<file path="src/rtl/gpu_fifo_pkg.sv">
// Shared definitions for the GPU command/data FIFO: default geometry and the
// occupancy-counter width helper.
package gpu_fifo_pkg;

  localparam int GPU_FIFO_WIDTH = 32;
  localparam int GPU_FIFO_DEPTH = 16;

  // Occupancy needs one more bit than the pointers so that DEPTH itself is representable.
  function automatic int fifo_cw(input int depth);
    return $clog2(depth) + 1;
  endfunction

endpackage

</file>
<file path="src/rtl/gpu_fifo_sync_if.sv">
// Port bundle between the CPU-side command port (master) and the FIFO (slave).
// The hwm signal exists only when GPU_FIFO_HWM_EN is defined.
interface gpu_fifo_sync_if
  import gpu_fifo_pkg::*;
#(
  parameter int WIDTH = GPU_FIFO_WIDTH,
  parameter int DEPTH = GPU_FIFO_DEPTH
);
  localparam int CW = fifo_cw(DEPTH);

  // we/re are single-cycle requests sampled on every rising edge; acceptance is
  // reported back only through count/full/empty and the sticky err_ovf/err_udf flags.
  logic             clr;
  logic             we;
  logic [WIDTH-1:0] data_in;
  logic             re;
  logic             err_clr;
  logic [WIDTH-1:0] data_out;
  logic             full;
  logic             empty;
  logic             almost_full;
  logic             almost_empty;
  logic [CW-1:0]    count;
  logic             err_ovf;
  logic             err_udf;
`ifdef GPU_FIFO_HWM_EN
  logic [CW-1:0]    hwm;

  modport master (output clr, we, data_in, re, err_clr,
                  input  data_out, full, empty, almost_full, almost_empty,
                         count, err_ovf, err_udf, hwm);
  modport slave  (input  clr, we, data_in, re, err_clr,
                  output data_out, full, empty, almost_full, almost_empty,
                         count, err_ovf, err_udf, hwm);
`else
  modport master (output clr, we, data_in, re, err_clr,
                  input  data_out, full, empty, almost_full, almost_empty,
                         count, err_ovf, err_udf);
  modport slave  (input  clr, we, data_in, re, err_clr,
                  output data_out, full, empty, almost_full, almost_empty,
                         count, err_ovf, err_udf);
`endif

endinterface

</file>
<file path="src/rtl/gpu_fifo_mem.sv">
// WIDTH x DEPTH storage: one synchronous write port, one asynchronous read port.
// Contents are deliberately not reset so the array maps onto distributed RAM.
module gpu_fifo_mem #(
  parameter int WIDTH = 32,
  parameter int DEPTH = 16
) (
  input  logic                     clk,
  input  logic                     we,
  input  logic [$clog2(DEPTH)-1:0] waddr,
  input  logic [WIDTH-1:0]         wdata,
  input  logic [$clog2(DEPTH)-1:0] raddr,
  output logic [WIDTH-1:0]         rdata
);

  logic [WIDTH-1:0] mem [DEPTH];

  always_ff @(posedge clk) begin
    if (we) mem[waddr] <= wdata;
  end

  assign rdata = mem[raddr];

endmodule

</file>
<file path="src/rtl/gpu_fifo_sync.sv">
// Single-clock first-word-fall-through FIFO with thresholds and sticky error flags.
// Define GPU_FIFO_HWM_EN to add the hwm (high-water-mark) output.
module gpu_fifo_sync
  import gpu_fifo_pkg::*;
#(
  parameter int WIDTH    = GPU_FIFO_WIDTH,
  parameter int DEPTH    = GPU_FIFO_DEPTH,
  parameter int AF_LEVEL = 12,
  parameter int AE_LEVEL = 2
) (
  input  logic            clk,
  input  logic            rst,
  gpu_fifo_sync_if.slave  bus
);

  localparam int AW = $clog2(DEPTH);
  localparam int CW = fifo_cw(DEPTH);

  if (WIDTH < 1) begin : g_bad_width
    $error("gpu_fifo_sync: WIDTH must be >= 1");
  end
  if (DEPTH < 2 || (DEPTH & (DEPTH - 1)) != 0) begin : g_bad_depth
    $error("gpu_fifo_sync: DEPTH must be a power of two >= 2");
  end
  if (AF_LEVEL < 1 || AF_LEVEL > DEPTH) begin : g_bad_af
    $error("gpu_fifo_sync: AF_LEVEL must be in 1..DEPTH");
  end
  if (AE_LEVEL < 0 || AE_LEVEL > DEPTH - 1) begin : g_bad_ae
    $error("gpu_fifo_sync: AE_LEVEL must be in 0..DEPTH-1");
  end

  logic [AW-1:0]    wr_ptr;
  logic [AW-1:0]    rd_ptr;
  logic [CW-1:0]    count_q;
  logic [CW-1:0]    count_next;
  logic             ovf_q;
  logic             udf_q;
  logic             full_w;
  logic             empty_w;
  logic             wacc;
  logic             racc;
  logic             set_ovf;
  logic             set_udf;
  logic [WIDTH-1:0] rdata;

  assign full_w  = (count_q == CW'(DEPTH));
  assign empty_w = (count_q == '0);

  // A flush swallows any concurrent request, including its error side effects.
  always_comb begin
    wacc       = !bus.clr && bus.we && (!full_w || bus.re);
    racc       = !bus.clr && bus.re && !empty_w;
    set_ovf    = !bus.clr && bus.we && full_w && !bus.re;
    set_udf    = !bus.clr && bus.re && empty_w;
    count_next = bus.clr ? '0 : count_q + CW'(wacc) - CW'(racc);
  end

  always_ff @(posedge clk) begin
    if (rst) begin
      wr_ptr  <= '0;
      rd_ptr  <= '0;
      count_q <= '0;
      ovf_q   <= 1'b0;
      udf_q   <= 1'b0;
    end else begin
      if (bus.clr) begin
        wr_ptr <= '0;
        rd_ptr <= '0;
      end else begin
        if (wacc) wr_ptr <= wr_ptr + 1'b1;
        if (racc) rd_ptr <= rd_ptr + 1'b1;
      end
      count_q <= count_next;
      // A fresh error in the same cycle as err_clr keeps the flag set.
      if (set_ovf)          ovf_q <= 1'b1;
      else if (bus.err_clr) ovf_q <= 1'b0;
      if (set_udf)          udf_q <= 1'b1;
      else if (bus.err_clr) udf_q <= 1'b0;
    end
  end

  gpu_fifo_mem #(
    .WIDTH (WIDTH),
    .DEPTH (DEPTH)
  ) u_mem (
    .clk   (clk),
    .we    (wacc),
    .waddr (wr_ptr),
    .wdata (bus.data_in),
    .raddr (rd_ptr),
    .rdata (rdata)
  );

  assign bus.data_out     = empty_w ? '0 : rdata;
  assign bus.full         = full_w;
  assign bus.empty        = empty_w;
  assign bus.almost_full  = (count_q >= CW'(AF_LEVEL));
  assign bus.almost_empty = (count_q <= CW'(AE_LEVEL));
  assign bus.count        = count_q;
  assign bus.err_ovf      = ovf_q;
  assign bus.err_udf      = udf_q;

`ifdef GPU_FIFO_HWM_EN
  logic [CW-1:0] hwm_q;

  always_ff @(posedge clk) begin
    if (rst || bus.clr || bus.err_clr) hwm_q <= '0;
    else if (count_next > hwm_q)       hwm_q <= count_next;
  end

  assign bus.hwm = hwm_q;
`endif

endmodule
</file>
<file path="src/flat_wrapper.sv">
// flat-port wrapper written by rule: the top's interface ports become plain ports
module gpu_fifo_sync_flat import gpu_fifo_pkg::*;
#(
  parameter int WIDTH    = GPU_FIFO_WIDTH,
  parameter int DEPTH    = GPU_FIFO_DEPTH,
  parameter int AF_LEVEL = 12,
  parameter int AE_LEVEL = 2
)
  (clk, rst, bus_clr, bus_we, bus_data_in, bus_re, bus_err_clr, bus_data_out, bus_full, bus_empty, bus_almost_full, bus_almost_empty, bus_count, bus_err_ovf, bus_err_udf);
  gpu_fifo_sync_if #(.WIDTH(WIDTH), .DEPTH(DEPTH)) bus_i ();
  input  logic clk;
  input  logic rst;
  input wire logic [$bits(bus_i.clr)-1:0] bus_clr;
  input wire logic [$bits(bus_i.we)-1:0] bus_we;
  input wire logic [$bits(bus_i.data_in)-1:0] bus_data_in;
  input wire logic [$bits(bus_i.re)-1:0] bus_re;
  input wire logic [$bits(bus_i.err_clr)-1:0] bus_err_clr;
  output wire logic [$bits(bus_i.data_out)-1:0] bus_data_out;
  output wire logic [$bits(bus_i.full)-1:0] bus_full;
  output wire logic [$bits(bus_i.empty)-1:0] bus_empty;
  output wire logic [$bits(bus_i.almost_full)-1:0] bus_almost_full;
  output wire logic [$bits(bus_i.almost_empty)-1:0] bus_almost_empty;
  output wire logic [$bits(bus_i.count)-1:0] bus_count;
  output wire logic [$bits(bus_i.err_ovf)-1:0] bus_err_ovf;
  output wire logic [$bits(bus_i.err_udf)-1:0] bus_err_udf;
  assign bus_i.clr = bus_clr;
  assign bus_i.we = bus_we;
  assign bus_i.data_in = bus_data_in;
  assign bus_i.re = bus_re;
  assign bus_i.err_clr = bus_err_clr;
  assign bus_data_out = bus_i.data_out;
  assign bus_full = bus_i.full;
  assign bus_empty = bus_i.empty;
  assign bus_almost_full = bus_i.almost_full;
  assign bus_almost_empty = bus_i.almost_empty;
  assign bus_count = bus_i.count;
  assign bus_err_ovf = bus_i.err_ovf;
  assign bus_err_udf = bus_i.err_udf;
  gpu_fifo_sync #(.WIDTH(WIDTH), .DEPTH(DEPTH), .AF_LEVEL(AF_LEVEL), .AE_LEVEL(AE_LEVEL)) u_core (.clk(clk), .rst(rst), .bus(bus_i));
endmodule
</file>
<file path="config.mk">
export PLATFORM = sky130hd
export DESIGN_NAME = gpu_fifo_sync_flat
export DESIGN_NICKNAME = d
export VERILOG_FILES = /design/src/rtl/gpu_fifo_pkg.sv /design/src/rtl/gpu_fifo_sync_if.sv /design/src/rtl/gpu_fifo_mem.sv /design/src/rtl/gpu_fifo_sync.sv /design/src/flat_wrapper.sv
export SDC_FILE = /design/constraint.sdc
export NUM_CORES = 1
export LEC_CHECK = 0
export ABC_AREA = 0
export CAP_MARGIN = 20
export CORE_UTILIZATION = 56
export DETAILED_ROUTE_END_ITERATION = 7
export DONT_BUFFER_PORTS = 1
export GPL_TIMING_DRIVEN = 0
export PLACE_DENSITY = 0.74
export SKIP_LAST_GASP = 1
export SYNTH_ARGS = -nofsm -noshare
export SYNTH_HDL_FRONTEND = slang
export SYNTH_HIERARCHICAL = 1
export SYNTH_SLANG_ARGS = --single-unit
export TNS_END_PERCENT = 1
</file>
<file path="constraint.sdc">
create_clock -name clk -period 5.11 [get_ports clk]
set_input_delay 0.511 -clock clk [delete_from_list [all_inputs] [get_ports clk]]
set_output_delay 0.511 -clock clk [all_outputs]
set_load 0.02 [all_outputs]
</file>
==> results of run 1 <==
-- power by group through the flow --
stage	registers (mW)	clock network, mW	logic (mW)
after global placement	4.87	0	0.361
after global routing	4.78	3.69	0.397
after CTS	4.78	3.53	0.375
after detailed placement	4.87	0	0.373
final	4.78	3.48	0.366
after floorplan	4.87	0	0.284
-- final cells by class --
type / instances / area, um2 / area share
Clock buffer: 60 / 1310 / 0.0569
Inverter: 9 / 33.8 / 0.00147
Clock inverter: 29 / 216 / 0.00940
Tap cell: 461 / 577 / 0.0250
Buffer: 48 / 258 / 0.0112
Timing Repair Buffer: 27 / 479 / 0.0208
Sequential cell: 527 / 15700 / 0.681
Multi-Input combinational cell: 352 / 4480 / 0.194
-- sequential cells by signal, summed over array words and instances, names as in the netlist --
signal / count
u_core/bus.count: 5
u_core/bus.err_ovf: 1
u_core/bus.err_udf: 1
u_core/rd_ptr: 4
u_core/u_mem/mem: 512
u_core/wr_ptr: 4
-- cells in the mapped netlist (2+ instances only) --
cell / n / area (um2)
a21oi_1: 6 / 30.0
a22oi_1: 64 / 480
and2_1: 3 / 18.8
buf_1: 9 / 33.8
buf_2: 5 / 25.0
buf_4: 12 / 90.1
buf_6: 2 / 22.5
clkbuf_1: 19 / 71.3
dfxtp_1: 15 / 300
edfxtp_1: 512 / 15400
ha_1: 12 / 150
inv_1: 9 / 33.8
mux4_2: 128 / 2880
nand2_1: 35 / 131
nand2b_1: 5 / 31.3
nand3_1: 4 / 20.0
nand3b_1: 2 / 15.0
nor2_1: 25 / 93.8
nor2b_1: 35 / 219
nor3_1: 4 / 20.0
o21ai_0: 5 / 25.0
or3_1: 2 / 12.5
xnor2_1: 3 / 26.3
xor2_1: 4 / 35.0
-- metrics by stage --
stage	setup slack [ns]	hold WS [ns]	cell area [um2]	power, mW	util
finish	1.48	0.0233	23000	8.62	0.646
global route	1.38	0.0177	23000	8.87	0.646
CTS	1.43	0.000815	23000	8.69	0.646
detailed placement	1.68	0.535	21500	5.24	0.603
global placement	-1.52	0.503	20900	5.23	0.586
floorplan	0.807	0.488	20300	5.15	-
-- logic make-up (layout without fill, tap and decap cells) --
family	after synthesis	in the layout	share of synthesized area
flops	527	527	0.771
compound gates	80	80	0.0288
buf+inv	57	173	0.0143
simple gates	124	124	0.0329
xor+xnor	7	7	0.00302
fa+ha+maj	13	13	0.00837
mux	128	128	0.142
-- worst max-delay path: cells and delay by family (launching register included) --
kind                   cells  cell delay [ns]
buffers and inverters      2             1.12
AOI/OAI and AO/OA          1             0.12
muxes                      1             0.38
and+or+nand+nor            2             0.53
DFF                        1             0.41
-- per-layer routing --
metal  wire, um  part of all wire  up-vias  global-route usage
met5          0                 0        -                   0
met4        911             0.022        0              0.0651
met3       3440             0.082       75              0.0516
met2      21200              0.50      420               0.397
met1      16500              0.39     5040               0.317
li1           -                 -     4048                   -
-- final timing paths --
check                                          from                 endpoint  depth (start not counted)  slack [ns]
worst max-delay path               u_core/rd_ptr[1]         bus_data_out[16]                          6        1.48
worst min-delay path                            rst       u_core/bus.err_ovf                          1        0.02
worst max register to register  u_core/bus.count[2]  u_core/u_mem/mem[0][20]                          9        1.67
worst min register to register     u_core/wr_ptr[3]         u_core/wr_ptr[3]                          2        0.55
-- timing repair --
action,in CTS,in global routing
hold buffers,1,0
endpoints found under the hold margin,1,0
buffers inserted,0,0
==> results.py, run 1 <==
metrics = {
    "layout": {
        "drive_gt1_frac": 0.257,
        "fillerInstances": 2287,
        "final_cell_mix": "512 x edfxtp_1, 128 x mux4_2, 64 x a22oi_1, 51 x clkbuf_16",
        "layout_commonest_cell": "edfxtp_1",
        "diodes": 0,
        "stdcell_count": 1513,
        "area_delta_synth_final_pct": 13.2,
        "fin_nets": 1066,
    },
    "detailed_routing": {
        "via_count": 9583,
        "drt_iter0_drc": 884,
        "first_pass_iters": 7,
        "drcViolationCount": 10,
        "via_per_inst": 6.33,
        "drt_wl_total_um": 42000,
        "final_antenna_net_count": 0,
        "wl_per_cell_um": 27.8,
    },
    "floorplanning": {
        "die-area_um2": 37100,
        "core_area_um2": 35700,
        "rows": 69,
        "initial_core_util": 0.570,
        "die_w_um": 193,
        "die_y_um": 193,
        "ios": 81,
    },
    "timing": {
        "rsz0062_at_grt": "no",
        "fin_crit_sh": 0.710,
        "timing.final.crit_period_ns": 3.63,
        "fmax_ghz": 0.276,
        "tns_ns": 0,
        "fin_skew_ns": 0.0112,
        "slew_viol_final": 0,
        "maxSlewHeadroom": 0.311,
        "hold_violations": 0,
        "setup_viol": 0,
        "worstMarginPinSlew_ns": 1.03,
    },
    "worst_setup_path": {
        "critPathCaptureType": "primary output",
        "crit_path_start_kind": "flip-flop",
        "path_class": "reg -> out",
        "crit_arrival_ns": 3.12,
        "slowest_delay_ns": 0.76,
        "cp_slowest_cell": "buf_1",
        "cp_max_fo": 10,
        "worstPathRequired_ns": 4.60,
        "crit_chain": "buf_2 > buf_1 > mux4_2 > a22oi_1 > nand2_1 > nor2b_1",
    },
    "place": {
        "io_buffers": 0,
        "dp.cells": 1423,
        "dp_hpwl_um": 26300,
        "place.gp.congestion": 0.727,
    },
    "outcome": {
        "outcome": "finished with violations",
        "violations": "DRC",
    },
    "yosys": {
        "synth_seq_cells": 527,
        "synth-edff-count": 512,
        "synth_area_per_cell_um2": 21.7,
        "syn_nets": 987,
        "synth.lib_cells_used.distinct": 40,
        "async_flop_share": 0,
        "syn_inst": 936,
        "yosys_most_used_dff": "edfxtp_1",
        "yosysSeqAreaShare": 0.771,
        "synthesis.area_um2": 20300,
        "yosysWarnings": 6,
    },
    "global_route": {
        "grt_pass1_vias": 9983,
        "grt_util_all_layers": 0.237,
        "grt_pass1_wl_um": 62700,
        "grt_overflow": 0,
        "antenna_found_initial": 0,
        "grt_max_degree": 24,
    },
    "power_and_ir_drop": {
        "comb_power_share": 0.042,
        "p_leak_nw": 7.05,
        "sequentialPowerShare": 0.554,
        "p_sw_mw": 1.76,
        "power_density_nw_per_um2": 374,
        "clockPowerShare": 0.403,
        "swShare": 0.204,
        "ir_worst_vdd_mv": 0.261,
        "p_int_mw": 6.86,
    },
    "worst_hold_path": {
        "min_path_type": "in -> reg",
    },
    "clock_tree": {
        "htree_num_levels": 2,
        "clock-sinks": 527,
        "cts_tree": "built",
        "clk_latency_ns": 0.56,
        "clkTransAtPathRegs_ns": 0.06,
        "cts_resized": 0,
        "clk_path_buf_depth": 3,
        "cts_root_buf": "clkbuf_16",
        "cts_buffers": 50,
    },
    "job": {
        "drv_cap": 0,
    },
}
(Power assumes the default switching activity.)
==> inputs of run 2 (changes only) <==
Clock period 5.11 ns to 3.65 ns, I/O delays scaled along.
==> run 2 against run 1 <==
Compared with the run above:
- the flow still finishes with violations (DRC)
- first-iteration DRC count grew 20%
- global-route usage is 0.35 points higher
- clock power grew 39%
- utilization rose by 1.0 points
- cell count increased by 2.3%
- critical path depth unchanged
- critical endpoint is now bus_data_out[19]
- largest cell class unchanged
- highest routed layer unchanged
==> results.py, run 2 (synthesis results as in run 1) <==
metrics = {
    "global_route": {
        "grt_util_all_layers": 0.241,
        "grt_pass1_vias": 10100,
        "grt_max_degree": 20,
        "grt_pass1_wl_um": 63300,
        "antenna_found_initial": 0,
        "grt_overflow": 0,
    },
    "place": {
        "dp_hpwl_um": 27000,
        "io_buffers": 0,
        "place.gp.congestion": 0.734,
        "dp.cells": 1421,
    },
    "detailed_routing": {
        "first_pass_iters": 7,
        "drt_wl_total_um": 42700,
        "via_per_inst": 6.28,
        "via_count": 9729,
        "wl_met1_um": 17100,
        "drcViolationCount": 11,
        "drt_iter0_drc": 1059,
        "final_antenna_net_count": 0,
        "met2_length_um": 21700,
        "wl_per_cell_um": 27.6,
        "met3_length_um": 3190,
        "top_layer": "met4",
    },
    "floorplanning": {
        "initial_core_util": 0.570,
        "core_area_um2": 35700,
        "die_y_um": 193,
        "die_w_um": 193,
        "die-area_um2": 37100,
        "rows": 69,
        "ios": 81,
    },
    "power_and_ir_drop": {
        "p_leak_nw": 7.18,
        "ir_worst_vdd_mv": 0.394,
        "power_density_nw_per_um2": 519,
        "sequentialPowerShare": 0.552,
        "p_sw_mw": 2.55,
        "p_int_mw": 9.59,
        "swShare": 0.210,
        "clockPowerShare": 0.398,
        "comb_power_share": 0.051,
        "p_total_mw": 12.1,
    },
    "job": {
        "drv_cap": 0,
    },
    "worst_setup_path": {
        "reg2reg_from": "u_core/bus.count[2]",
        "crit_path_start_kind": "flip-flop",
        "cp_max_fo": 10,
        "critPathLaunch": "u_core/rd_ptr[1]",
        "cp_slowest_cell": "buf_1",
        "slowest_delay_ns": 0.66,
        "critPathCaptureType": "primary output",
        "crit_arrival_ns": 3.03,
        "path_class": "reg -> out",
        "worstPathRequired_ns": 3.28,
        "crit_chain": "buf_2 > buf_1 > mux4_2 > a22oi_1 > nand2_1 > nor2b_1",
    },
    "outcome": {
        "outcome": "finished with violations",
        "violations": "DRC",
    },
    "timing": {
        "tns_ns": 0,
        "fin_crit_sh": 0.930,
        "slew_viol_final": 0,
        "maxSlewHeadroom": 0.338,
        "fin_skew_ns": 0.0145,
        "fmax_ghz": 0.295,
        "worstMarginPinSlew_ns": 0.987,
        "rsz0062_at_grt": "no",
        "hold_violations": 0,
        "timing.final.crit_period_ns": 3.39,
        "setup_viol": 0,
    },
    "layout": {
        "layout_commonest_cell": "edfxtp_1",
        "diodes": 0,
        "final_cell_mix": "512 x edfxtp_1, 128 x mux4_2, 64 x a22oi_1, 53 x clkbuf_16",
        "regMostFlops": "u_core/u_mem/mem",
        "drive_gt1_frac": 0.244,
        "area_delta_synth_final_pct": 15.0,
        "multi_input_area_um2": 4480,
        "fin_nets": 1100,
        "seqCellArea_um2": 15700,
        "fillerInstances": 2274,
        "stdcell_count": 1548,
        "largest_reg_flops": 512,
    },
    "clock_tree": {
        "htree_num_levels": 2,
        "cts_root_buf": "clkbuf_16",
        "cts_tree": "built",
        "cts_buffers": 52,
        "cts_setup_buffers": 0,
        "clk_latency_ns": 0.57,
        "clock-sinks": 527,
        "clkTransAtPathRegs_ns": 0.06,
        "clk_path_buf_depth": 3,
    },
    "worst_hold_path": {
        "min_path_type": "in -> reg",
        "min_from": "rst",
    },
}
[run 2: changes by cell type in the layout (fill, tap and decap cells not counted), sizes merged]
cell         change
clkbuf           +7
inv              -2
clkinvlp         +2
dlygate4sd3     +34
bufinv           -2
clkinv           -1
buf              -3
[run 2: cell type report]
| class | count | share of cell area |
|---|---|---|
| clock buffers | 66 | 0.0588 |
| clock inverters | 26 | 0.00621 |
| well taps | 461 | 0.0247 |
| multi-input cells | 352 | 0.192 |
| repair buffers | 59 | 0.0357 |
| inverters | 9 | 0.00144 |
| plain buffers | 48 | 0.0111 |
| flip-flops and latches | 527 | 0.670 |
[run 2: worst paths after layout]
path	end	slack, ns	cells after the start
setup / recovery	bus_data_out[19]	0.26	6
hold / removal	u_core/wr_ptr[1]	0.03	3
setup reg to reg	u_core/u_mem/mem[4][20]	0.44	9
hold reg to reg	u_core/rd_ptr[1]	0.55	2
[run 2: per-layer routing]
layer  vias up  track usage
met4         0       0.0572
li1       4119            -
met5         -            0
met2       412        0.406
met1      5131        0.331
met3        67       0.0411
[run 2: what timing repair did]
item	CTS	global route
setup endpoints to repair	0	1
gates resized for setup	0	2
hold buffers	35	0
hold endpoints to repair	514	0
[run 2: per-stage QoR]
stage / util / instance area (um2) / worst slack, ns / hold WS [ns]
floorplan: - / 20300 / -0.305 / 0.427
global placement: 0.587 / 20900 / -2.78 / 0.428
detailed placement: 0.603 / 21500 / 0.404 / 0.430
CTS: 0.656 / 23400 / 0.171 / 0.00421
global route: 0.656 / 23400 / 0.0750 / 0.0623
finish: 0.656 / 23400 / 0.256 / 0.0265
[run 2: power groups by stage]
stage	combinational, mW	sequential [mW]	clock, mW
6_report	0.616	6.69	4.82
5_1_grt	0.668	6.69	5.12
4_1_cts	0.627	6.69	4.90
3_5_place_dp	0.523	6.82	0
3_3_place_gp	0.503	6.82	0
2_1_floorplan	0.398	6.82	0
[run 2: worst max-delay path, delay by kind of cell, from the launching register on]
| kind | cells | cell delay, ns |
|---|---|---|
| DFF | 1 | 0.40 |
| buffers and inverters | 2 | 1.01 |
| muxes | 1 | 0.39 |
| AOI/OAI and AO/OA | 1 | 0.11 |
| and+or+nand+nor | 2 | 0.54 |
